==> config.mk <==
export PLATFORM = sky130hd
export DESIGN_NAME = carry_lookahead_bist
export DESIGN_NICKNAME = d
export VERILOG_FILES = /design/src/rtl/carry_lookahead_bist.sv
export SDC_FILE = /design/constraint.sdc
export NUM_CORES = 1
export LEC_CHECK = 0
export CELL_PAD_IN_SITES_DETAIL_PLACEMENT = 1
export CELL_PAD_IN_SITES_GLOBAL_PLACEMENT = 1
export CORE_MARGIN = 5
export CORE_UTILIZATION = 45
export CTS_CLUSTER_DIAMETER = 150
export DETAILED_ROUTE_END_ITERATION = 12
export PLACE_DENSITY_LB_ADDON = 0.1
export SYNTH_ARGS = -nofsm -noshare
export SYNTH_HDL_FRONTEND = slang
export SYNTH_SLANG_ARGS = --single-unit
==> constraint.sdc <==
create_clock -name clk -period 11.95 [get_ports clk]
set_input_delay 1.7925 -clock clk [delete_from_list [all_inputs] [get_ports clk]]
set_output_delay 1.7925 -clock clk [all_outputs]
set_load 0.03 [all_outputs]
==> src/rtl/carry_lookahead_bist.sv <==
// Self-test driver/checker for the 32-bit carry-lookahead network: applies corner and LFSR
// operand pairs, waits for settle, and compares the network's carry vector with a ripple reference.
module carry_lookahead_bist #(
  parameter int unsigned WIDTH         = 32,
  parameter int unsigned NUM_VECTORS   = 256,
  parameter int unsigned SETTLE_CYCLES = 2,
  parameter logic [31:0] SEED_A        = 32'h1ACE5EED,
  parameter logic [31:0] SEED_B        = 32'hC0FFEE01
) (
  input  logic             clk,
  input  logic             rst_n,
  input  logic             start,
  input  logic [WIDTH-1:0] dut_c,
  output logic [WIDTH-1:0] dut_a,
  output logic [WIDTH-1:0] dut_b,
  output logic             busy,
  output logic             done,
  output logic             pass,
  output logic [15:0]      err_count,
  output logic [WIDTH-1:0] fail_a,
  output logic [WIDTH-1:0] fail_b,
  output logic [WIDTH-1:0] fail_c
);

  localparam logic [16:0] LAST_VEC    = 17'(NUM_VECTORS + 3);
  localparam logic [3:0]  SETTLE_INIT = 4'(SETTLE_CYCLES);
  localparam logic [31:0] LFSR_POLY   = 32'h80200003;

  typedef enum logic [2:0] {
    S_IDLE  = 3'd0,
    S_APPLY = 3'd1,
    S_WAIT  = 3'd2,
    S_CHECK = 3'd3,
    S_DONE  = 3'd4
  } state_t;

  state_t state_q, state_d;

  logic [16:0]      vec_q, vec_d;
  logic [3:0]       cnt_q, cnt_d;
  logic [31:0]      lfsr_a_q, lfsr_a_d;
  logic [31:0]      lfsr_b_q, lfsr_b_d;
  logic [WIDTH-1:0] dut_a_q, dut_a_d;
  logic [WIDTH-1:0] dut_b_q, dut_b_d;
  logic             busy_q, busy_d;
  logic             done_q, done_d;
  logic             pass_q, pass_d;
  logic [15:0]      err_q, err_d;
  logic [WIDTH-1:0] fail_a_q, fail_a_d;
  logic [WIDTH-1:0] fail_b_q, fail_b_d;
  logic [WIDTH-1:0] fail_c_q, fail_c_d;

  logic             start_s;
  logic             apply_s;
  logic             wait_s;
  logic             check_s;
  logic             last_vec_s;
  logic             mismatch_s;
  logic [15:0]      err_inc_s;
  logic [31:0]      ref_c_s;

  // Galois right-shift step; a nonzero seed never reaches the all-zero state.
  function automatic logic [31:0] lfsr_step(input logic [31:0] x);
    logic [31:0] y;
    y = x >> 1;
    if (x[0]) begin
      y = y ^ LFSR_POLY;
    end else begin
      y = y;
    end
    return y;
  endfunction

  // Bit i of the result is the carry out of bit i with carry-in 0.
  function automatic logic [31:0] ref_carry(input logic [31:0] a, input logic [31:0] b);
    logic [32:0] s;
    logic [32:0] k;
    s = {1'b0, a} + {1'b0, b};
    k = s ^ {1'b0, a} ^ {1'b0, b};
    return k[32:1];
  endfunction

  // State register.
  always_ff @(posedge clk or negedge rst_n) begin
    if (!rst_n) begin
      state_q <= S_IDLE;
    end else begin
      state_q <= state_d;
    end
  end

  // Next-state logic.
  always_comb begin
    state_d = state_q;
    case (state_q)
      S_IDLE:  state_d = start ? S_APPLY : S_IDLE;
      S_APPLY: state_d = S_WAIT;
      S_WAIT:  state_d = (cnt_q <= 4'd1) ? S_CHECK : S_WAIT;
      S_CHECK: state_d = last_vec_s ? S_DONE : S_APPLY;
      S_DONE:  state_d = start ? S_APPLY : S_DONE;
      default: state_d = S_IDLE;
    endcase
  end

  // State decode for the datapath.
  always_comb begin
    start_s = 1'b0;
    apply_s = 1'b0;
    wait_s  = 1'b0;
    check_s = 1'b0;
    case (state_q)
      S_IDLE:  start_s = start;
      S_APPLY: apply_s = 1'b1;
      S_WAIT:  wait_s  = 1'b1;
      S_CHECK: check_s = 1'b1;
      S_DONE:  start_s = start;
      default: start_s = 1'b0;
    endcase
  end

  assign last_vec_s = (vec_q == LAST_VEC);
  assign ref_c_s    = ref_carry(dut_a_q, dut_b_q);
  assign mismatch_s = (dut_c != ref_c_s);
  assign err_inc_s  = (err_q == 16'hFFFF) ? err_q : (err_q + 16'd1);

  // Datapath next-state: run setup, vector apply, settle count and result update.
  always_comb begin
    vec_d    = vec_q;
    cnt_d    = cnt_q;
    lfsr_a_d = lfsr_a_q;
    lfsr_b_d = lfsr_b_q;
    dut_a_d  = dut_a_q;
    dut_b_d  = dut_b_q;
    busy_d   = busy_q;
    done_d   = done_q;
    pass_d   = pass_q;
    err_d    = err_q;
    fail_a_d = fail_a_q;
    fail_b_d = fail_b_q;
    fail_c_d = fail_c_q;
    if (start_s) begin
      vec_d    = 17'd0;
      cnt_d    = 4'd0;
      lfsr_a_d = SEED_A;
      lfsr_b_d = SEED_B;
      busy_d   = 1'b1;
      done_d   = 1'b0;
      pass_d   = 1'b0;
      err_d    = 16'd0;
      fail_a_d = 32'd0;
      fail_b_d = 32'd0;
      fail_c_d = 32'd0;
    end else if (apply_s) begin
      cnt_d = SETTLE_INIT;
      case (vec_q)
        17'd0: begin
          dut_a_d = 32'hFFFFFFFF;
          dut_b_d = 32'h00000000;
        end
        17'd1: begin
          dut_a_d = 32'hA47BA47B;
          dut_b_d = 32'h5C915C91;
        end
        17'd2: begin
          dut_a_d = 32'hBCDABCDA;
          dut_b_d = 32'h79867986;
        end
        17'd3: begin
          dut_a_d = 32'h96579657;
          dut_b_d = 32'h34563456;
        end
        default: begin
          dut_a_d  = lfsr_a_q;
          dut_b_d  = lfsr_b_q;
          lfsr_a_d = lfsr_step(lfsr_a_q);
          lfsr_b_d = lfsr_step(lfsr_b_q);
        end
      endcase
    end else if (wait_s) begin
      cnt_d = cnt_q - 4'd1;
    end else if (check_s) begin
      // Only the first mismatch of a run is captured; later ones just count.
      if (mismatch_s) begin
        err_d = err_inc_s;
        if (err_q == 16'd0) begin
          fail_a_d = dut_a_q;
          fail_b_d = dut_b_q;
          fail_c_d = dut_c;
        end else begin
          fail_a_d = fail_a_q;
        end
      end else begin
        err_d = err_q;
      end
      if (last_vec_s) begin
        busy_d = 1'b0;
        done_d = 1'b1;
        pass_d = (err_d == 16'd0);
      end else begin
        vec_d = vec_q + 17'd1;
      end
    end else begin
      vec_d = vec_q;
    end
  end

  // Datapath and output registers.
  always_ff @(posedge clk or negedge rst_n) begin
    if (!rst_n) begin
      vec_q    <= 17'd0;
      cnt_q    <= 4'd0;
      lfsr_a_q <= SEED_A;
      lfsr_b_q <= SEED_B;
      dut_a_q  <= 32'd0;
      dut_b_q  <= 32'd0;
      busy_q   <= 1'b0;
      done_q   <= 1'b0;
      pass_q   <= 1'b0;
      err_q    <= 16'd0;
      fail_a_q <= 32'd0;
      fail_b_q <= 32'd0;
      fail_c_q <= 32'd0;
    end else begin
      vec_q    <= vec_d;
      cnt_q    <= cnt_d;
      lfsr_a_q <= lfsr_a_d;
      lfsr_b_q <= lfsr_b_d;
      dut_a_q  <= dut_a_d;
      dut_b_q  <= dut_b_d;
      busy_q   <= busy_d;
      done_q   <= done_d;
      pass_q   <= pass_d;
      err_q    <= err_d;
      fail_a_q <= fail_a_d;
      fail_b_q <= fail_b_d;
      fail_c_q <= fail_c_d;
    end
  end

  assign dut_a     = dut_a_q;
  assign dut_b     = dut_b_q;
  assign busy      = busy_q;
  assign done      = done_q;
  assign pass      = pass_q;
  assign err_count = err_q;
  assign fail_a    = fail_a_q;
  assign fail_b    = fail_b_q;
  assign fail_c    = fail_c_q;

endmodule

==> summary.txt, run 1 <==
Status: finished clean
Reg-to-Reg Start: dut_a[2]
Syn avg cell area: 8.80 um2
Critical Path Sink: fail_c[20]
Critical Path Start: dut_c[22]
Vias post-DR: 13553
Final WL: 54900 um
GPL Wtd Cong: 0.939
Req. time, crit path: 12.37 ns
Vias/cell: 5.89
Synth top area cells: dfrtp_1 39%, nand2_1 9.5%, dfstp_2 6.4%
Syn-to-layout area delta: 22.4%
Final Setup Violations: 0
First-pass GRT wire length: 85200 um
Crit-path max cell delay: 0.64 ns
Hold WC Path Type: reg2reg
Cell Chain, Critical Path: clkdlybuf4s50_1, xnor2_1, xnor2_1, nor2_1, nor4_1, nand3b_1, nor4_1, nand4_1, or3_1, and2_4, nor3b_4, buf_12, nand2_1, o21ai_1
Num ports: 214
Mapped Cells: 1675
Post-CTS Setup Inserts: 0
DP HPWL: 40000 um
Worst Path Buf+Inv: 2
Critical path's top delay family: simple AND/OR/NAND/NOR gates
Number of max-cap violations: 0
Die W: 191 um
Post-route insts no fill: 2300
Setup_tns: 0 ns
Worst slew pin tran: 1.11 ns
Syn_nets: 1750
Commonest cells post-synth: 375 x nand2_1, 231 x dfrtp_1, 117 x nor2_1
Final hold vios: 0
H-tree lvl count: 1
Post-route cell area: 18000 um2
Total track usage: 0.299
Achievable Freq: 171 MHz
Synth top area share: 0.392
CTS tree: yes
FP Rows: 66
Ys async rst share: 1.00
Layout net count: 1911
EDFF count, synth: 0
Unique masters post-synth: 78
Core box area: 32500 um2
Seq cells post-synth: 267
Clock skew: 0.0173 ns
Worst R2R Path Depth: 14
Placed cell area: 17100 um2
CP Launch Type: input port
Max_slew headroom: 0.258
R2r setup slk: 6.63 ns
Worst-path clk slew: 0.06 ns
Fin crit period: 5.85 ns
Initial antenna violation count: 1
Initial Util: 0.454
Buffers on Ports: 213
Adder-Cell Fraction of Synth Area: 0.0345
TritonCTS buffer count: 29
Top_reg_cell synth: dfrtp_1
Clock tree buffer depth: 3
Resize count post-CTS: 0
Critical Path Sink Type: flip-flop
Cell taking the most area after synthesis: dfrtp_1
Routed len/inst: 23.9 um
N_diodes: 0
Crit Path Category: in2reg
Initial DRC count: 978
Reg2reg end: fail_c[20]
Pwr dens: 364 nW/um2
Final period util: 0.490
Die area: 36500 um2
Worst path arrival time: 6.27 ns
Clock Latency Late Sink: 0.58 ns
DRC errors left: 0
Die H: 191 um
Hold Buf Count CTS: 0
Layout cell share with drive strength beyond 1: 0.0716
Post-synthesis cell area: 14700 um2
Clk sinks: 267
Post-synthesis sequential area ratio: 0.456
Vias in the first global route: 13999
Root buffer cell: clkbuf_16
DRT Pass-1 Iters: 7
Yosys warning count: 0
Top-count cell post-synth: nand2_1
Simple-gate portion of the synthesized area: 0.202
CP Depth: 14
Fillers: 3801
CP Max Fanout: 192
Leakage: 7.41 nW
Post-placement cell count: 2247
Post-synthesis compound-gate area fraction: 0.186
Proportion of synthesized area in mux cells: 0.00840
Antenna Nets Post-Route: 0
Post-synthesis xor/xnor area fraction: 0.0746
Slew Limit Fails: 0
Max IR drop VDD: 0.141 mV
CP max-delay cell: or3_1
Setup ws final: 6.10 ns
RSZ-0062 raised after global routing: no
DP Worst Slack: 5.81 ns
Pin count of the biggest net entering global routing: 193
Layout Utilization: 0.556
Grt ovf: 0
Main combinational cell family by area after synthesis: simple AND/OR/NAND/NOR gates
## report_power, final
| part | leakage, nW | switching (mW) | internal [mW] | total (mW) |
|---|---|---|---|---|
| logic | 3.59 | 2.50 | 1.47 | 3.97 |
| clock network | 0.471 | 0.384 | 0.510 | 0.894 |
| registers | 3.35 | 0.449 | 1.26 | 1.71 |
| total | 7.41 | 3.33 | 3.24 | 6.57 |
## layer usage
metal,routed length [um],up-vias,track usage
met5,0,-,0
li1,-,6170,-
met4,1650,0,0.0807
met1,23500,6928,0.403
met3,2650,84,0.0318
met2,27100,371,0.517
## metrics by stage
step,power [mW],hold slack (ns)
2_1_floorplan,4.21,0.448
3_3_place_gp,5.53,0.462
3_5_place_dp,5.62,0.466
4_1_cts,6.56,0.481
5_1_grt,6.97,0.526
6_report,6.57,0.486
## placed cells by master, fill, tap and decap left out, types with 26 or more instances in the layout
| cell type | instances |
|---|---|
| o21ai_0 | 95 |
| a21oi_1 | 94 |
| o21ai_1 | 74 |
| clkbuf_16 | 29 |
| nor2_1 | 117 |
| dfrtp_1 | 231 |
| nand2_1 | 374 |
| clkdlybuf4s50_1 | 212 |
| nor3_1 | 27 |
| dfstp_2 | 36 |
| inv_1 | 29 |
| ha_1 | 39 |
| nand4_1 | 26 |
| xor2_1 | 29 |
| nand3_1 | 33 |
| xnor2_1 | 94 |
## state kept, by name (all words and copies together) (netlist names)
| register | flops |
|---|---|
| dut_a | 32 |
| dut_b | 32 |
| fail_a | 32 |
| fail_b | 32 |
| fail_c | 32 |
| lfsr_a_q | 32 |
| lfsr_b_q | 32 |
| vec_q | 17 |
| err_count | 16 |
| cnt_q | 4 |
| state_q | 3 |
| busy | 1 |
| done | 1 |
| pass | 1 |
## cells by family (layout without fill, tap and decap cells)
family          count (synthesis)  after routing
compound gates                435            435
xor+xnor                      124            124
fa+ha+maj                      40             40
buf+inv                       122            305
flops                         267            267
mux                            12             12
simple gates                  675            675
## area by class of cell
cell class              instances  area [um2]  share of cell area
multi-input cells            1286        7470               0.414
flip-flops and latches        267        6730               0.373
repair buffers                223        2240               0.124
clock buffers                  46         890              0.0493
well taps                     442         553              0.0307
inverters                      29         109             0.00603
clock inverters                 7        53.8             0.00298
## how the worst min path moves through the flow
| stage | to | slack, ns | cells after the start | startpoint |
|---|---|---|---|---|
| 6_report | busy | 0.49 | 2 | busy |
| 5_1_grt | lfsr_b_q[19] | 0.53 | 2 | lfsr_b_q[19] |
| 4_1_cts | busy | 0.48 | 2 | busy |
| 3_5_place_dp | busy | 0.47 | 2 | busy |
| 3_3_place_gp | busy | 0.46 | 2 | busy |
| 2_1_floorplan | state_q[0] | 0.45 | 1 | cnt_q[3] |
## worst register-to-register path, delay by kind of cell, from the launching register on
kind / cells / cell delay, ns
flip-flops: 1 / 0.50
AND/OR/NAND/NOR: 6 / 2.30
adder cells (fa/ha/maj): 1 / 0.40
AO/OA/AOI/OAI: 6 / 1.77
buffers and inverters: 1 / 0.21
(Power assumes the default switching activity.)
==> run 2, diff against run 1 <==
--- a/config.mk
+++ b/config.mk
@@ -8,7 +8,7 @@
 export CELL_PAD_IN_SITES_DETAIL_PLACEMENT = 1
 export CELL_PAD_IN_SITES_GLOBAL_PLACEMENT = 1
 export CORE_MARGIN = 5
-export CORE_UTILIZATION = 45
+export CORE_UTILIZATION = 42
 export CTS_CLUSTER_DIAMETER = 150
 export DETAILED_ROUTE_END_ITERATION = 12
 export PLACE_DENSITY_LB_ADDON = 0.1
==> constraint.sdc (replaced) <==
create_clock -name clk -period 5.75 [get_ports clk]
set_input_delay 0.8625 -clock clk [delete_from_list [all_inputs] [get_ports clk]]
set_output_delay 0.8625 -clock clk [all_outputs]
set_load 0.03 [all_outputs]
==> summary.txt, run 2 (synthesis results as in run 1) <==
Status: finished clean (unchanged)
Max IR drop VDD: 0.335 mV (was 0.141 mV)
RSZ-0062 raised after global routing: no (unchanged)
Critical Path Start: dut_a[10] (was dut_c[22])
CTS tree: yes (unchanged)
Crit-path most repeated cell: nand4_1
CP Launch Type: flip-flop (was input port)
Number of max-cap violations: 0 (unchanged)
Root buffer cell: clkbuf_16 (unchanged)
Worst R2R Path Depth: 12 (was 14)
R2r setup slk: 0.76 ns (was 6.63 ns)
Cell Chain, Critical Path: ha_1, nand4_1, a2111oi_0, o21a_1, nor2b_1, a211oi_1, nand4_1, or3_1, and2_4, nor3b_4, buf_4, o21ai_0 (was clkdlybuf4s50_1, xnor2_1, xnor2_1, nor2_1, nor4_1, nand3b_1, nor4_1, nand4_1, or3_1, and2_4, nor3b_4, buf_12, nand2_1, o21ai_1)
N_diodes: 0 (unchanged)
Tot Pwr: 14.2 mW (was 6.57 mW)
Fillers: 4012 (was 3801)
First-pass GRT wire length: 87200 um (was 85200 um)
Worst-path clk slew: 0.06 ns (about the same)
Fin crit period: 4.99 ns
Setup_tns: 0 ns (unchanged)
Buffers on Ports: 213 (unchanged)
Layout cell share with drive strength beyond 1: 0.0929 (was 0.0716)
Resize count post-CTS: 0 (unchanged)
Initial DRC count: 914 (was 978)
Initial Util: 0.426 (was 0.454)
Worst path arrival time: 5.40 ns (was 6.27 ns)
GPL Wtd Cong: 0.965 (was 0.939)
CP max-delay cell: a2111oi_0 (was or3_1)
FP Rows: 68 (was 66)
DRC errors left: 0 (unchanged)
Leakage: 7.65 nW (was 7.41 nW)
DP Worst Slack: 0.627 ns (was 5.81 ns)
Final hold vios: 0 (unchanged)
CP Max Fanout: 64 (was 192)
Reg-to-Reg Start: dut_a[10] (was dut_a[2])
H-tree lvl count: 1 (unchanged)
Die H: 197 um (was 191 um)
Antenna Nets Post-Route: 0 (unchanged)
Total track usage: 0.290 (was 0.299)
Crit-path max cell delay: 0.77 ns (was 0.64 ns)
Critical path's top delay family: simple AND/OR/NAND/NOR gates (unchanged)
Crit Path Category: reg2reg (was in2reg)
Slew Limit Fails: 0 (unchanged)
Register area: 6730 um2 (unchanged)
DP HPWL: 43700 um (was 40000 um)
Req. time, crit path: 6.17 ns (was 12.37 ns)
DRT Pass-1 Iters: 5 (was 7)
Final period util: 0.867
Worst Path Buf+Inv: 1 (was 2)
Final WL: 58100 um (was 54900 um)
Commonest cells after routing, fill and taps aside: 374 x nand2_1, 231 x dfrtp_1, 212 x clkdlybuf4s50_1 (unchanged)
Clock skew: 0.0339 ns (was 0.0173 ns)
TritonCTS buffer count: 30 (was 29)
Critical Path Sink: fail_a[31] (was fail_c[20])
Leading cell type in the layout, fill and taps excluded: nand2_1 (unchanged)
CP Depth: 12 (was 14)
Worst slew pin tran: 1.07 ns (was 1.11 ns)
Pin count of the biggest net entering global routing: 129 (was 193)
Vias/cell: 5.84 (was 5.89)
Achievable Freq: 201 MHz
Routed len/inst: 24.6 um (was 23.9 um)
Final Setup Violations: 0 (unchanged)
Pwr dens: 771 nW/um2 (was 364 nW/um2)
Reg2reg end: fail_a[31] (was fail_c[20])
Die W: 197 um (was 191 um)
Clock Latency Late Sink: 0.61 ns (was 0.58 ns)
Hold WC Path Type: in2async (was reg2reg)
Num ports: 214 (unchanged)
Setup ws final: 0.764 ns (was 6.10 ns)
Post-CTS Setup Inserts: 0 (unchanged)
Multi-input logic area: 7480 um2 (was 7470 um2)
Vias post-DR: 13780 (was 13553)
Layout net count: 1956 (was 1911)
Vias in the first global route: 13823 (was 13999)
Clk sinks: 267 (unchanged)
Critical Path Sink Type: flip-flop (unchanged)
Syn-to-layout area delta: 25.2% (was 22.4%)
Max_slew headroom: 0.279 (was 0.258)
Initial antenna violation count: 1 (unchanged)
Core box area: 34600 um2 (was 32500 um2)
Die area: 39000 um2 (was 36500 um2)
Clock tree buffer depth: 3 (unchanged)
Hold Buf Count CTS: 0 (unchanged)
Grt ovf: 0 (unchanged)
## run 2: how the worst min path moves through the flow
stage              from          to  slack, ns  cells past startpoint
2_1_floorplan  cnt_q[3]  state_q[0]       0.45                      1
3_3_place_gp       busy        busy       0.47                      2
3_5_place_dp   cnt_q[3]  state_q[0]       0.48                      1
4_1_cts           rst_n  fail_b[10]       0.41                      1
5_1_grt           rst_n  fail_b[10]       0.43                      1
6_report          rst_n  fail_b[10]       0.36                      1
## run 2: layer usage
layer / wire (um) / GRT usage / vias to the layer above
met2: 27100 / 0.466 / 438
li1: - / - / 6242
met5: 0 / 0 / -
met4: 1700 / 0.0781 / 0
met1: 25900 / 0.413 / 7012
met3: 3400 / 0.0420 / 88
## run 2: metrics by stage
stage          area [um2]   util  cells  hold WS (ns)
4_1_cts             18500  0.533   2360         0.411
6_report            18500  0.533   2360         0.362
3_5_place_dp        17400  0.504   2304         0.478
3_3_place_gp        17400  0.504   2304         0.466
5_1_grt             18500  0.533   2360         0.435
2_1_floorplan       14700      -   1675         0.448
## run 2: cell type report
| class | instances | share of cell area |
|---|---|---|
| inverters | 29 | 0.00590 |
| well taps | 455 | 0.0308 |
| clock buffers | 49 | 0.0489 |
| repair buffers | 267 | 0.139 |
| multi-input cells | 1286 | 0.405 |
| flip-flops and latches | 267 | 0.364 |
| clock inverters | 7 | 0.00610 |
## run 2: worst register-to-register path, stage by stage, from the launching register on
cell and delay (ns):
dfrtp_1 0.46, ha_1 0.57, nand4_1 0.35, a2111oi_0 0.77
o21a_1 0.33, nor2b_1 0.29, a211oi_1 0.11, nand4_1 0.14
or3_1 0.38, and2_4 0.24, nor3b_4 0.24, buf_4 0.67
o21ai_0 0.26
## run 2: power by group
group          internal (mW)  switching (mW)  leakage [nW]
Combinational           3.26            5.66          3.80
Clock                   1.16           0.823         0.492
Sequential              2.62           0.708          3.35
==> run 3, diff against run 2 <==
--- a/config.mk
+++ b/config.mk
@@ -10,8 +10,10 @@
 export CORE_MARGIN = 5
 export CORE_UTILIZATION = 42
 export CTS_CLUSTER_DIAMETER = 150
+export CTS_CLUSTER_SIZE = 10
 export DETAILED_ROUTE_END_ITERATION = 12
 export PLACE_DENSITY_LB_ADDON = 0.1
+export REMOVE_ABC_BUFFERS = 1
 export SYNTH_ARGS = -nofsm -noshare
 export SYNTH_HDL_FRONTEND = slang
 export SYNTH_SLANG_ARGS = --single-unit
==> summary.txt, run 3 (synthesis results as in run 1) <==
Status: finished clean (unchanged)
Antenna Nets Post-Route: 0 (unchanged)
Slew Limit Fails: 0 (unchanged)
Layout cell share with drive strength beyond 1: 0.0813 (was 0.0929)
Leading cell type in the layout, fill and taps excluded: nand2_1 (unchanged)
Grt ovf: 0 (unchanged)
Total track usage: 0.272 (was 0.290)
CP Max Fanout: 60 (was 64)
FP Rows: 68 (unchanged)
Syn-to-layout area delta: 23.8% (was 25.2%)
Clock Latency Late Sink: 0.56 ns (was 0.61 ns)
Vias/cell: 5.79 (was 5.84)
Worst-path clk slew: 0.06 ns (about the same)
Final period util: 0.890 (was 0.867)
Max IR drop VDD: 0.280 mV (was 0.335 mV)
Final hold vios: 0 (unchanged)
Die W: 197 um (unchanged)
Post-CTS Setup Inserts: 0 (unchanged)
Core box area: 34600 um2 (unchanged)
DRC errors left: 0 (unchanged)
Clk sinks: 267 (unchanged)
Buffers on Ports: 213 (unchanged)
First-pass GRT wire length: 84100 um (was 87200 um)
Clock skew: 0.0245 ns (was 0.0339 ns)
Fin crit period: 5.11 ns (was 4.99 ns)
Pin count of the biggest net entering global routing: 144 (was 129)
DP HPWL: 39700 um (was 43700 um)
CTS tree: yes (unchanged)
Fillers: 4066 (was 4012)
Achievable Freq: 196 MHz (was 201 MHz)
Leakage: 7.52 nW (was 7.65 nW)
RSZ-0062 raised after global routing: no (unchanged)
Initial antenna violation count: 0 (was 1)
R2r setup slk: 0.64 ns (was 0.76 ns)
Worst R2R Path Depth: 13 (was 12)
Final WL: 53700 um (was 58100 um)
Reg-to-Reg Start: dut_b[2] (was dut_a[10])
Final Setup Violations: 0 (unchanged)
Die area: 39000 um2 (unchanged)
TritonCTS buffer count: 30 (unchanged)
H-tree lvl count: 1 (unchanged)
Vias in the first global route: 14058 (was 13823)
Clock tree buffer depth: 3 (unchanged)
Routed len/inst: 22.8 um (was 24.6 um)
Commonest cells after routing, fill and taps aside: 374 x nand2_1, 231 x dfrtp_1, 212 x clkdlybuf4s50_1 (unchanged)
Initial Util: 0.426 (unchanged)
Pwr dens: 758 nW/um2 (was 771 nW/um2)
Root buffer cell: clkbuf_16 (unchanged)
Number of max-cap violations: 0 (unchanged)
Setup_tns: 0 ns (unchanged)
Layout net count: 1947 (was 1956)
DP Worst Slack: 0.673 ns (was 0.627 ns)
Crit Path Category: reg2reg (unchanged)
N_diodes: 0 (unchanged)
Num ports: 214 (unchanged)
GPL Wtd Cong: 0.941 (was 0.965)
Resize count post-CTS: 0 (unchanged)
Critical Path Sink Type: flip-flop (unchanged)
Worst slew pin tran: 1.13 ns (was 1.07 ns)
Initial DRC count: 868 (was 914)
Reg2reg end: fail_c[3] (was fail_a[31])
Hold Buf Count CTS: 0 (unchanged)
CP Launch Type: flip-flop (unchanged)
Die H: 197 um (unchanged)
Vias post-DR: 13601 (was 13780)
DRT Pass-1 Iters: 4 (was 5)
Setup ws final: 0.635 ns (was 0.764 ns)
Hold WC Path Type: in2async (unchanged)
Max_slew headroom: 0.241 (was 0.279)
Worst path arrival time: 5.53 ns (was 5.40 ns)
Req. time, crit path: 6.16 ns (was 6.17 ns)
Layout Utilization: 0.527 (was 0.533)
run 3: changes by cell type in the layout (fill, tap and decap cells not counted), sizes merged:
cell,previous run,this run
buf,55,46
clkbuf,49,54
clkinvlp,1,0
clkinv,4,1
bufinv,2,0
run 3: critical path: stages, from the launching register on:
cell	delay [ns]
dfrtp_1	0.45
ha_1	0.36
a21oi_1	0.37
a21oi_1	0.19
o21ai_0	0.64
a21boi_0	0.31
o221ai_1	0.30
a221oi_2	0.12
nand4_1	0.16
or3_1	0.17
and2_4	0.17
nor3b_4	0.81
buf_4	0.63
o21ai_0	0.21
run 3: power breakdown:
group	internal, mW	leakage [nW]	switching (mW)
sequential	2.62	3.35	0.687
clock	0.998	0.413	0.769
combinational	3.24	3.76	5.52
run 3: area by class of cell:
cell class	instances	area [um2]	share of cell area
multi-input cells	1286	7480	0.410
repair buffers	258	2500	0.137
clock buffers	54	862	0.0472
well taps	455	569	0.0312
clock inverters	1	5.00	0.000274
inverters	29	109	0.00596
flip-flops and latches	267	6730	0.369
run 3: metrics by stage:
stage,hold slack (ns),cell area [um2],std cells,power [mW]
3_5_place_dp,0.475,17400,2295,12.0
6_report,0.254,18300,2350,13.8
5_1_grt,0.286,18300,2350,14.7
3_3_place_gp,0.469,17400,2295,11.9
4_1_cts,0.266,18300,2350,13.8
2_1_floorplan,0.448,14300,1582,8.61
run 3: how the worst max path moves through the flow:
stage / startpoint / to / slack (ns) / depth (start not counted)
2_1_floorplan: dut_a[2] / fail_a[30] / -1.50 / 12
3_3_place_gp: dut_c[26] / fail_c[5] / 0.76 / 13
3_5_place_dp: dut_c[26] / fail_c[5] / 0.67 / 13
4_1_cts: dut_b[2] / fail_c[5] / 0.65 / 13
5_1_grt: dut_a[7] / fail_c[5] / 0.30 / 13
6_report: dut_b[2] / fail_c[3] / 0.64 / 13
run 3: metal layers:
| layer | vias to the layer above | track usage | share of wire |
|---|---|---|---|
| li1 | 6222 | - | - |
| met1 | 6910 | 0.395 | 0.46 |
| met2 | 384 | 0.433 | 0.46 |
| met3 | 85 | 0.0350 | 0.056 |
| met4 | 0 | 0.0681 | 0.025 |
| met5 | - | 0 | 0 |
